## config.mk

```make
export PLATFORM = sky130hd
export DESIGN_NAME = uart_tx_arbiter
export DESIGN_NICKNAME = d
export VERILOG_FILES = /design/src/rtl/uart_tx_arbiter.sv
export SDC_FILE = /design/constraint.sdc
export NUM_CORES = 1
export LEC_CHECK = 0
export ABC_CLOCK_PERIOD_IN_PS = 2800
export CAP_MARGIN = 20
export CORE_MARGIN = 2
export CORE_UTILIZATION = 53
export DETAILED_ROUTE_END_ITERATION = 8
export GPL_TIMING_DRIVEN = 0
export HOLD_SLACK_MARGIN = 0.03
export PLACE_DENSITY = 0.79
export SETUP_SLACK_MARGIN = 0.3
export SKIP_LAST_GASP = 1
export SYNTH_ARGS = -nofsm -noshare
export SYNTH_HDL_FRONTEND = slang
export SYNTH_SLANG_ARGS = --single-unit
```

## constraint.sdc

```tcl
create_clock -name io_mainClk -period 2.8 [get_ports io_mainClk]
set_input_delay 0.56 -clock io_mainClk [delete_from_list [all_inputs] [get_ports io_mainClk]]
set_output_delay 0.56 -clock io_mainClk [all_outputs]
set_load 0.05 [all_outputs]
```

## src/rtl/uart_tx_arbiter.sv

```systemverilog
// uart_tx_arbiter: packet-locked round-robin share of one 8N1 UART TX pin between two byte streams.
// Optional idle-owner lock timeout with io_timeout pulse: define UART_TX_ARB_TIMEOUT_EN.
module uart_tx_arbiter #(
  parameter int CLK_DIV = 868
`ifdef UART_TX_ARB_TIMEOUT_EN
  , parameter int TIMEOUT_CYCLES = 1000000
`endif
) (
  input  logic       io_mainClk,
  input  logic       io_asyncReset,
  input  logic       io_req0_valid,
  input  logic [7:0] io_req0_data,
  input  logic       io_req0_last,
  output logic       io_req0_ready,
  input  logic       io_req1_valid,
  input  logic [7:0] io_req1_data,
  input  logic       io_req1_last,
  output logic       io_req1_ready,
  output logic       io_uart_txd,
  output logic       io_busy,
  output logic       io_locked,
  output logic       io_owner
`ifdef UART_TX_ARB_TIMEOUT_EN
  , output logic     io_timeout
`endif
);
  localparam logic [1:0] IDLE = 2'd0, START = 2'd1, DATA = 2'd2, STOP = 2'd3;
  logic [1:0] state_q, state_d;
  logic [15:0] div_q, div_d;
  logic [2:0] bit_q, bit_d;
  logic [7:0] data_q, data_d;
  logic owner_q, owner_d, locked_q, locked_d, ptr_q, ptr_d, txd_q, txd_d;
  logic idle, tick, acc, acc1;
  assign idle = state_q == IDLE;
  assign tick = div_q == 16'(CLK_DIV - 1);
  // ptr_q=1 means requester 1 wins a tie; the reset gate keeps ready low during reset
  assign io_req0_ready = !io_asyncReset && idle && io_req0_valid &&
                         (locked_q ? !owner_q : !(io_req1_valid && ptr_q));
  assign io_req1_ready = !io_asyncReset && idle && io_req1_valid &&
                         (locked_q ? owner_q : !(io_req0_valid && !ptr_q));
  assign acc = io_req0_ready || io_req1_ready;
  assign acc1 = io_req1_ready;
`ifdef UART_TX_ARB_TIMEOUT_EN
  logic [31:0] cnt_q, cnt_d;
  logic timeout_q, stall, fire;
  assign stall = locked_q && idle && !(owner_q ? io_req1_valid : io_req0_valid);
  assign fire = stall && cnt_q == 32'(TIMEOUT_CYCLES - 1);
  assign cnt_d = (acc || !locked_q || fire) ? 32'd0 : cnt_q + {31'd0, stall};
  assign io_timeout = timeout_q;
`endif
  always_comb begin
    state_d = state_q;
    div_d = (idle || tick) ? 16'd0 : div_q + 16'd1;
    bit_d = bit_q;
    data_d = data_q;
    owner_d = owner_q;
    locked_d = locked_q;
    ptr_d = ptr_q;
    if (acc) begin
      state_d = START;
      data_d = acc1 ? io_req1_data : io_req0_data;
      owner_d = acc1;
      locked_d = !(acc1 ? io_req1_last : io_req0_last);
      ptr_d = !acc1;
    end else if (!idle && tick) begin
      state_d = state_q == START ? DATA : state_q == STOP ? IDLE : (bit_q == 3'd7 ? STOP : DATA);
      bit_d = state_q == DATA ? bit_q + 3'd1 : 3'd0;
    end
`ifdef UART_TX_ARB_TIMEOUT_EN
    if (fire) begin
      locked_d = 1'b0;
      ptr_d = !owner_q;
    end
`endif
    txd_d = state_d == DATA ? data_d[bit_d] : state_d != START;
  end
  always_ff @(posedge io_mainClk or posedge io_asyncReset)
    if (io_asyncReset) begin
      state_q <= IDLE;
      div_q <= 16'd0;
      bit_q <= 3'd0;
      data_q <= 8'd0;
      owner_q <= 1'b0;
      locked_q <= 1'b0;
      ptr_q <= 1'b0;
      txd_q <= 1'b1;
`ifdef UART_TX_ARB_TIMEOUT_EN
      cnt_q <= 32'd0;
      timeout_q <= 1'b0;
`endif
    end else begin
      state_q <= state_d;
      div_q <= div_d;
      bit_q <= bit_d;
      data_q <= data_d;
      owner_q <= owner_d;
      locked_q <= locked_d;
      ptr_q <= ptr_d;
      txd_q <= txd_d;
`ifdef UART_TX_ARB_TIMEOUT_EN
      cnt_q <= cnt_d;
      timeout_q <= fire;
`endif
    end
  assign io_uart_txd = txd_q;
  assign io_busy = !idle;
  assign io_locked = locked_q;
  assign io_owner = owner_q;
endmodule

```

# [Yosys cells after proc, flatten, opt, wreduce, memory -nomap -nowiden]
# Index checks and enable logic that the tools add are counted.
[word_totals] ff_bits=33 latch_bits=0 wordCells=54 mem_bits_ro=0 in_bits=22 ram_bits=0 output_inout_bits=6 mem_count=0
[op_classes] addsub=2 reduce_logical=19 bitwise_logic=0 mux=17 div=0 eq_ne=7 n_lt_le_gt_ge=1 n_mul=0 shift=0
[ops] cell="$add A16 B1 Y16 const B" n=1
[ops] cell="$eq A16 B10 Y1 const B" n=1
[ops] cell="$mux W16" n=1
[ops] cell="$mux W8" n=2
[ops] cell="$mux W3" n=3
[ops] cell="$logic_and A1 B1 Y1" n=8
[ops] cell="$logic_not A1 Y1" n=8
[ops] cell="$mux W2" n=4
[ops] cell="$eq A2 B2 Y1 const B" n=3
[ops] cell="$mux W1" n=6
[ops] cell="$lt A3 B4 Y1 const B" n=1
[ops] cell="$add A3 B1 Y3 const B" n=1
[ops] cell="$bmux W1 S3" n=1
[ops] cell="$eq A3 B3 Y1 const B" n=1
[ops] cell="$eq A2 B1 Y1 const B" n=1
[ops] cell="$logic_not A2 Y1" n=1
[ops] cell="$logic_or A1 B1 Y1" n=2
[ops] cell="$ne A2 B1 Y1 const B" n=1

# [Depth between registers and ports, before layout]
# Gate-level depths: netlist of the first run.
[logic_depth] word_depth=10 depth_mapped=9 depth_no_buf=8

# [Least setup slack after synthesis of the first run]
# OpenSTA, ideal clock, no wires.
[synth_timing] kind="input port to flip-flop" startpoint="input port io_asyncReset" endpoint="register txd_q (netlist: io_uart_txd)" t_required_ns=2.740 arrival_time_ns=2.341 path_buffers=1 cell_stages=8 setup_ns=0.060 setup_slack_ns=0.399 cell_sequence="nor3_1 -> o2111a_1 -> clkbuf_1 -> a22o_1 -> a21o_1 -> mux2i_1 -> o221ai_1 -> o211a_1"
[synth_via] elab_chain_cells=9 word_cells_on_any_way=16 cone_classes="2 x eq/ne; 7 x mux; 7 x reduce/logical"
[synth_rtl] element="from (decl)" line="10" text="input logic io_asyncReset,"
[synth_rtl] element="$logic_not A1 Y1 (no source line)"
[synth_rtl] element="$logic_and A1 B1 Y1 (3 in a row)" line="37" text="assign io_req0_ready = !io_asyncReset && idle && io_req0_valid &&"
[synth_rtl] element="named net io_req0_ready" line="14" text="output logic io_req0_ready,"
[synth_rtl] element="$logic_or A1 B1 Y1" line="41" text="assign acc = io_req0_ready || io_req1_ready;"
[synth_rtl] element="$mux W8" line="59" text="if (acc) begin"
[synth_rtl] element="named net data_d[4]" line="31" text="logic [7:0] data_q, data_d;"
[synth_rtl] element="$bmux W1 S3" line="75" text="txd_d = state_d == DATA ? data_d[bit_d] : state_d != START;"
[synth_rtl] element="$mux W1 (implied by the code)" line="75"
[synth_rtl] element="$mux W1" line="75"
[synth_rtl] element="named net txd_d" line="32" text="logic owner_q, owner_d, locked_q, locked_d, ptr_q, ptr_d, txd_q, txd_d;"
[synth_rtl] element="to (signal assigned)" line="99" text="txd_q <= txd_d;"
[synth_rtl] element="to (decl)" line="32"
# The timed path passes the listed nets, and every way through them passes these cells. The select of a mux whose other input is x is not followed.
# A chain may end at the register's enable or synchronous reset.

# [Worst setup path in the final report of the first run]
[layout_timing] startpoint="input port io_asyncReset" endpoint="output port io_req1_ready"
[layout_via] elab_chain_cells=4
[layout_rtl] element="$logic_not A1 Y1 (no source line)"
[layout_rtl] element="$logic_and A1 B1 Y1 (3 in a row)" line="39" text="assign io_req1_ready = !io_asyncReset && idle && io_req1_valid &&"
[layout_rtl] element="to (decl)" line="18" text="output logic io_req1_ready,"
# Every way passes these cells.

==> results.toml, run 1 <==
[yosys]
synth-seq-cells = 33
synthXorXnorAreaFrac = 0.0759
synthTopCellsByCount = "32 x dfrtp_1, 17 x nor2_1, 16 x nand2_1"
seq_area_frac_synth = 0.478
synth_area_leaders = "dfrtp_1 46%, xor2_1 5.6%, a22o_1 4.0%"
syn_inst = 170
synth_edf_count = 0
synth-compound-area-share = 0.152
synth_adder_area_share = 0.0217
synth_top_family_by_area = "simple AND/OR/NAND/NOR gates"
yosys_warnings = 0
syn_nets = 195
yosys.area_share.simple = 0.212
synth_area_per_cell_sq_um = 10.2
synth_mux_area_frac = 0.0231
synth_top_area_cell = "dfrtp_1"
synth_top_area_share = 0.462
syn_area_sq_um = 1730
synthDistinctLibCells = 41
synth_flop_cell = "dfrtp_1"
yosysMostFrequentCell = "dfrtp_1"
ys_async_sr_fraction = 1.00

[setup_path]
crit_chain = "clkdlybuf4s50_1 -> or3_4 -> a2111oi_4 -> buf_6 -> buf_6"
critPathArrivalTime_ps = 1950
critical-path-slowest-cell = "clkdlybuf4s50_1"
cp_common_cell = "buf_6"
r2r_start = "div_q[0]$_DFF_PP0_"
start_kind = "input port"
critical_path_class = "input port to primary output"
ff2ff_path_depth = 10
required_ps = 2240
r2r_end = "io_uart_txd$_DFF_PP1_"
worst_setup_path_end_kind = "primary output"
cp_max_fo = 5
slowest_delay_ps = 450
regToRegSetupSlack_ps = 460
crit_buf_inv = 3
critPathTopFamily = "buffers and inverters"

[clock_tree]
clkLatencyLatePin_ps = 330
numCtsBuffers = 5
cts_tree = "done"
clockBufferDepth = 2
cts_sinks = 33
cts-root-buf = "clkbuf_4"
htree_levels = 2
clk_pin_slew_ps = 90

[route]
postRouteAntennaNets = 0
via_count = 1370
via_per_inst = 5.42
drtIter0Drc = 42
firstDrtPassIters = 5
routed_wl_mm = 3.53
drc_errors = 0
wl_per_cell_um = 14.0

[global_route]
track_usage = 0.214
antenna_found_initial = 0
grt_overflow_total = 0
grt_pass1_vias = 1357
grt_pass1_wl_mm = 5.83
grt_max_degree = 21

[timing]
max_slew.worst_pin.slew_ps = 601
slew_viol_final = 0
finalSetupTns_ps = 0
setup_viol = 0
rsz0062_at_grt = "true"
skew_ps = 11.0
relSlewSlack = 0.599
max_freq_ghz = 0.399
min_period_over_period = 0.896
hold_viol = 0
period_minus_slack_ps = 2510

[floorplan]
dieArea_sq_um = 3740
fp-row-count = 20
io_pins = 28
core_area_sq_um = 3080
die_h_um = 61.2
initial_core_util = 0.563
chipWidth_um = 61.2

[power_and_ir_drop]
total_power_uw = 917
ir_worst_vdd_mv = 0.379
cellPowerDensity_nw_per_um2 = 418
power_leakage_nw = 1.04

[layout]
final_nets = 233
layout-drive-gt1-share = 0.129
antennaDiodeCount = 0
syn_to_final_growth_pct = 26.8

[status]
status = "finished, final reports clean"

[flow_run]
maxCapViolations = 0

[min_path]
worstHoldPathCells = 1
hp-class = "flip-flop to flip-flop"
holdPathEnd = "data_q[3]$_DFF_PP0_"
min-delay-start = "data_q[3]$_DFF_PP0_"

[place]
dp_hpwl_mm = 2.66
gp_congestion = 0.863
portBuffers = 27
cell type report:
| cell class | instances | area [sq um] |
|---|---|---|
| fillers | 254 | 882 |
| multi-input cells | 125 | 842 |
| flip-flops and latches | 33 | 827 |
| repair buffers | 31 | 314 |
| clock buffers | 7 | 55.1 |
| well taps | 44 | 55.1 |
| plain buffers | 7 | 53.8 |
| clock inverters | 1 | 30.0 |
| inverters | 5 | 18.8 |
state kept, by name, indices dropped and copies added (netlist names):
| name | flops |
|---|---|
| io_owner | 1 |
| bit_q | 3 |
| div_q | 16 |
| state_q | 2 |
| io_uart_txd | 1 |
| data_q | 8 |
| io_locked | 1 |
| ptr_q | 1 |
metrics by stage:
stage               instances  area (sq um)  hold slack (ps)   util  worst slack [ps]
global placement          241          2060              457  0.668              -478
detailed placement        242          2080              460  0.677              -497
floorplan                 170          1730              445      -               399
finish                    253          2200              481  0.713               291
CTS                       250          2170              482  0.705               129
global route              253          2200              496  0.713               212
repair_timing:
item | CTS | global route
setup endpoints to repair | 3 | 4
setup buffers | 0 | 3
pin swaps | 0 | 2
gates resized for setup | 16 | 4
hold buffers | 0 | 0
hold endpoints to repair | 0 | 0
worst max path at each step:
stage                  start  cells past startpoint                    end
2_1_floorplan  io_asyncReset                      8  io_uart_txd$_DFF_PP1_
3_3_place_gp   io_asyncReset                      5          io_req1_ready
5_1_grt        io_asyncReset                      5          io_req0_ready
6_report       io_asyncReset                      5          io_req1_ready
3_5_place_dp   io_asyncReset                      5          io_req1_ready
4_1_cts        io_asyncReset                      5          io_req1_ready
layout by cell type, fill, tap and decap left out, types with 2 or more instances in the layout:
master,instances
a21o_1,8
dfrtp_1,32
xnor2_1,4
and3_1,4
clkdlybuf4s50_1,24
o21ai_1,2
nand4_1,4
nand3_1,8
xor2_1,11
ha_1,2
inv_1,5
buf_4,4
nor2b_1,6
nand2_1,16
clkbuf_1,3
a31oi_1,3
nor3_1,3
and4_1,2
mux2i_1,4
or2_2,2
a22o_1,8
a21oi_1,2
clkbuf_4,6
nand2b_1,2
buf_6,4
nor2_1,17
o221ai_1,2
kinds of logic (layout without fill, tap and decap cells):
| family | after synthesis | in the layout |
|---|---|---|
| AOI/OAI and AO/OA | 32 | 32 |
| xor gates and xnor gates | 15 | 15 |
| adders and majority gates | 3 | 3 |
| buffers and inverters | 12 | 51 |
| DFF | 33 | 33 |
| muxes | 4 | 4 |
| and+or+nand+nor | 71 | 71 |
report_power, final:
part / total, mW / switching, mW / internal, mW
clock: 0.370 / 0.156 / 0.213
combinational: 0.0629 / 0.0259 / 0.0369
sequential: 0.485 / 0.00284 / 0.482
metal layers:
metal | wire length, um | global-route usage
met5 | 0 | 0
met1 | 1610 | 0.266
met3 | 125 | 0.0609
met2 | 1730 | 0.353
met4 | 67 | 0.0839
Note: power is estimated with default switching activity, not from simulation.
==> inputs of run 2 (changes only) <==
RECOVER_POWER = 50   (was not set)
==> run 2 against run 1 <==
- hold slack better by 2.4 ps
- critical path depth stayed put
- maximum frequency is 0.94% lower
- die area stayed put
- count of clock-buffer cells in the layout stayed put
- first-iteration DRC count stayed put
- global-route usage stayed put
- sequential cell count stayed put
- critical endpoint unchanged
- highest routed layer unchanged
==> results.toml, run 2 (same netlist as run 1, synthesis figures left out) <==
[status]
status = "finished, final reports clean"

[setup_path]
cp_max_fo = 5
slowest_delay_ps = 450
cp_common_cell = "buf_6"
crit_chain = "clkdlybuf4s50_1 -> or3_1 -> a2111oi_4 -> buf_6 -> buf_6"
worst_setup_path_end_kind = "primary output"
critical_path_class = "input port to primary output"
critical-path-slowest-cell = "clkdlybuf4s50_1"
required_ps = 2240
crit_buf_inv = 3
critPathArrivalTime_ps = 1970
critPathTopFamily = "buffers and inverters"
start_kind = "input port"

[clock_tree]
cts_tree = "done"
clkLatencyLatePin_ps = 330
numCtsBuffers = 5
clk_pin_slew_ps = 90
cts-root-buf = "clkbuf_4"
htree_levels = 2
clockBufferDepth = 2
cts_sinks = 33
cts_hold_buf = 0

[route]
wl_per_cell_um = 14.0
postRouteAntennaNets = 0
drc_errors = 0
firstDrtPassIters = 5
routed_wl_mm = 3.53
via_per_inst = 5.41
via_count = 1369
drtIter0Drc = 42

[layout]
reg.largest.list = "div_q (16), data_q (8), bit_q (3)"
regArea_sq_um = 827
multiInputGateArea_sq_um = 835
layout_commonest_cell = "dfrtp_1"
layout_common_cells = "32 x dfrtp_1, 24 x clkdlybuf4s50_1, 17 x nor2_1"
largest_reg_flops = 16
final_nets = 233
layout-drive-gt1-share = 0.110
antennaDiodeCount = 0
fin_area_sq_um = 2160
fillerInstances = 260
largest-register = "div_q"
syn_to_final_growth_pct = 24.9
post-route-util = 0.703

[floorplan]
io_pins = 28
core_area_sq_um = 3080
chipWidth_um = 61.2
dieArea_sq_um = 3740
fp-row-count = 20
die_h_um = 61.2
initial_core_util = 0.563

[timing]
period_minus_slack_ps = 2530
max_freq_ghz = 0.395
slew_viol_final = 0
whs_ps = 483
setup_viol = 0
hold_viol = 0
finalSetupTns_ps = 0
rsz0062_at_grt = "true"
min_period_over_period = 0.905
skew_ps = 8.70
max_slew.worst_pin.slew_ps = 1060
setup_ws_ps = 267
relSlewSlack = 0.291

[place]
portBuffers = 27
gp_congestion = 0.863
pre_cts_slack_ps = -497
dp_hpwl_mm = 2.66
dpl_cell_area_sq_um = 2080

[global_route]
grt_pass1_wl_mm = 5.83
track_usage = 0.214
antenna_found_initial = 0
grt_pass1_vias = 1357
grt_overflow_total = 0
grt_max_degree = 21

[power_and_ir_drop]
power_leakage_nw = 1.02
ir_worst_vdd_mv = 0.384
cellPowerDensity_nw_per_um2 = 421

[min_path]
hp-class = "flip-flop to flip-flop"

[flow_run]
maxCapViolations = 0
-- run 2: what timing repair did --
item,in CTS,in global routing
pin swaps,0,2
endpoints found under the setup margin,3,4
setup buffers,0,3
gates resized for setup,16,4
-- run 2: final timing paths --
| path | start | slack [ps] | end | depth (start not counted) |
|---|---|---|---|---|
| min in group asynchronous | io_asyncReset | 630 | div_q[12]$_DFF_PP0_ | 2 |
| hold / removal | data_q[5]$_DFF_PP0_ | 480 | data_q[5]$_DFF_PP0_ | 1 |
| max in group asynchronous | io_asyncReset | 830 | data_q[5]$_DFF_PP0_ | 3 |
| setup / recovery | io_asyncReset | 270 | io_req1_ready | 5 |
| hold reg to reg | data_q[5]$_DFF_PP0_ | 480 | data_q[5]$_DFF_PP0_ | 1 |
| setup reg to reg | div_q[0]$_DFF_PP0_ | 310 | io_uart_txd$_DFF_PP1_ | 10 |
-- run 2: stage by stage --
step,power (mW),instances
after global placement,0.551,241
after CTS,0.927,250
final,0.910,253
after detailed placement,0.558,242
after global routing,0.957,253
after floorplan,0.515,170
-- run 2: routing by layer --
metal	wire [um]	track usage	share of wire	vias to the layer above
li1	-	-	-	680
met1	1600	0.266	0.45	660
met2	1740	0.353	0.49	23
met3	139	0.0609	0.039	6
met4	49	0.0839	0.014	0
met5	0	0	0	-
-- run 2: cell type report --
class,count,share of cell area
sequential,33,0.382
multi-input combinational,125,0.386
inverter,5,0.00868
clock inverter,1,0.0139
buffer,7,0.0243
tap,44,0.0254
timing repair buffer,31,0.134
clock buffer,7,0.0254
-- run 2: where the power goes --
group,total [mW],leakage (nW),internal (mW),switching (mW)
clock,0.367,0.0455,0.213,0.153
sequential,0.485,0.432,0.482,0.00284
combinational,0.0587,0.545,0.0333,0.0253
total,0.910,1.02,0.728,0.182
==> inputs of run 3 (changes only) <==
REMOVE_ABC_BUFFERS = 1   (was not set)
==> run 3 against run 2 <==
- final cell count is 2.0% lower
- sequential cell count stayed put
- register-to-register slack better by 60 ps
- utilization is 1.5 points lower
- die area stayed put
- final area is 2.1% lower
==> results.toml, run 3 (same netlist as run 1, synthesis figures left out) <==
[timing]
skew_ps = 11.4
whs_ps = 483
finalSetupTns_ps = 0
rsz0062_at_grt = "true"
slew_viol_final = 0
setup_viol = 0
max_slew.worst_pin.slew_ps = 993
relSlewSlack = 0.338
max_freq_ghz = 0.381
hold_viol = 0
period_minus_slack_ps = 2630
min_period_over_period = 0.938

[setup_path]
ff2ff_path_depth = 9
cp_max_fo = 3
crit_start = "io_asyncReset"
crit_buf_inv = 2
critPathTopFamily = "buffers and inverters"
slowest_delay_ps = 560
critical_path_class = "input port to primary output"
r2r_start = "div_q[0]$_DFF_PP0_"
r2r_end = "io_uart_txd$_DFF_PP1_"
crit_chain = "dlygate4sd3_1 -> or3_1 -> a2111oi_4 -> clkbuf_4"
critPathArrivalTime_ps = 2070
regToRegSetupSlack_ps = 370
required_ps = 2240
start_kind = "input port"
worst_setup_path_end_kind = "primary output"
critical-path-slowest-cell = "dlygate4sd3_1"

[layout]
layout-drive-gt1-share = 0.108
fillerInstances = 257
antennaDiodeCount = 0
layout.cells.non_filler = 248
largest-register = "div_q"
layout_commonest_cell = "dfrtp_1"
layout_common_cells = "31 x dfrtp_1, 23 x clkdlybuf4s50_1, 17 x nor2_1"
reg.largest.list = "div_q (16), data_q (8), bit_q (3)"
largest_reg_flops = 16
syn_to_final_growth_pct = 22.3
final_nets = 228

[power_and_ir_drop]
power_leakage_nw = 1.00
ir_worst_vdd_mv = 0.322
cellPowerDensity_nw_per_um2 = 423

[floorplan]
chipWidth_um = 61.2
fp-row-count = 20
die_h_um = 61.2
core_area_sq_um = 3080
dieArea_sq_um = 3740
initial_core_util = 0.563
io_pins = 28

[clock_tree]
cts_tree = "done"
numCtsBuffers = 5
cts_sinks = 33
htree_levels = 2
clk_pin_slew_ps = 100
cts-root-buf = "clkbuf_4"
clkLatencyLatePin_ps = 340
clockBufferDepth = 2
cts_hold_buf = 0

[status]
status = "finished, final reports clean"

[global_route]
grt_pass1_wl_mm = 5.82
track_usage = 0.214
antenna_found_initial = 0
grt_max_degree = 20
grt_overflow_total = 0
grt_pass1_vias = 1318

[route]
wl_met3_um = 114
routed_wl_mm = 3.55
m1WireLength_mm = 1.67
postRouteAntennaNets = 0
via_per_inst = 5.41
firstDrtPassIters = 4
drtIter0Drc = 52
drc_errors = 0
via_count = 1341
met2_length_mm = 1.71
wl_per_cell_um = 14.3
dr.max_layer_used = "met4"

[place]
gp_congestion = 0.761
placedCellCount = 235
dp_hpwl_mm = 2.51
portBuffers = 27

[flow_run]
maxCapViolations = 0

[min_path]
hp-class = "flip-flop to flip-flop"
holdPathEnd = "data_q[3]$_DFF_PP0_"
worstHoldPathCells = 1
min-delay-start = "data_q[3]$_DFF_PP0_"
==> run 3: worst register-to-register path, stage by stage, from the launching register on <==
cell and delay, ps:
dfrtp_1 420, ha_1 290, and4b_1 250, and4_1 390
a31oi_1 150, o21ai_2 170, buf_4 140, mux2i_1 190
o221ai_1 140, o211a_1 230
==> run 3: power by group <==
group          leakage, nW  switching [mW]  internal (mW)
sequential           0.430         0.00314          0.482
combinational        0.528          0.0248         0.0330
clock               0.0422           0.166          0.187
==> run 3: layout make-up <==
cell class	count	area (sq um)	share of cell area
tap	44	55.1	0.0260
timing repair buffer	33	303	0.143
inverter	5	18.8	0.00887
clock inverter	2	35.0	0.0165
clock buffer	6	41.3	0.0195
sequential	33	828	0.391
multi-input combinational	125	836	0.395
==> run 3: worst max-delay path by stage <==
stage                            end  slack (ps)  cells past startpoint
2_1_floorplan  io_uart_txd$_DFF_PP1_         -30                      7
3_3_place_gp           io_req1_ready        -660                      4
3_5_place_dp           io_req1_ready        -700                      4
4_1_cts                io_req1_ready         320                      4
5_1_grt                io_req1_ready         150                      4
6_report               io_req1_ready         170                      4
==> run 3: repair_timing <==
item                                    in CTS  in global routing
gates resized for setup                     12                  2
endpoints found under the setup margin       4                  3
pin swaps                                    1                  2
gates cloned                                 0                  0
buffers inserted                             1                  4
==> run 3: stage by stage <==
step | setup slack, ps | area (sq um) | utilization | total power [mW]
floorplan | -26.5 | 1690 | - | 0.515
global placement | -661 | 2010 | 0.653 | 0.551
detailed placement | -699 | 2040 | 0.662 | 0.558
CTS | 315 | 2110 | 0.686 | 0.910
global route | 148 | 2120 | 0.688 | 0.930
finish | 172 | 2120 | 0.688 | 0.896
==> run 3: routing by layer <==
layer  track usage  vias to the layer above
met5             0                        -
met2         0.324                       27
met4        0.0963                        0
met3        0.0441                        6
li1              -                      665
met1         0.297                      643
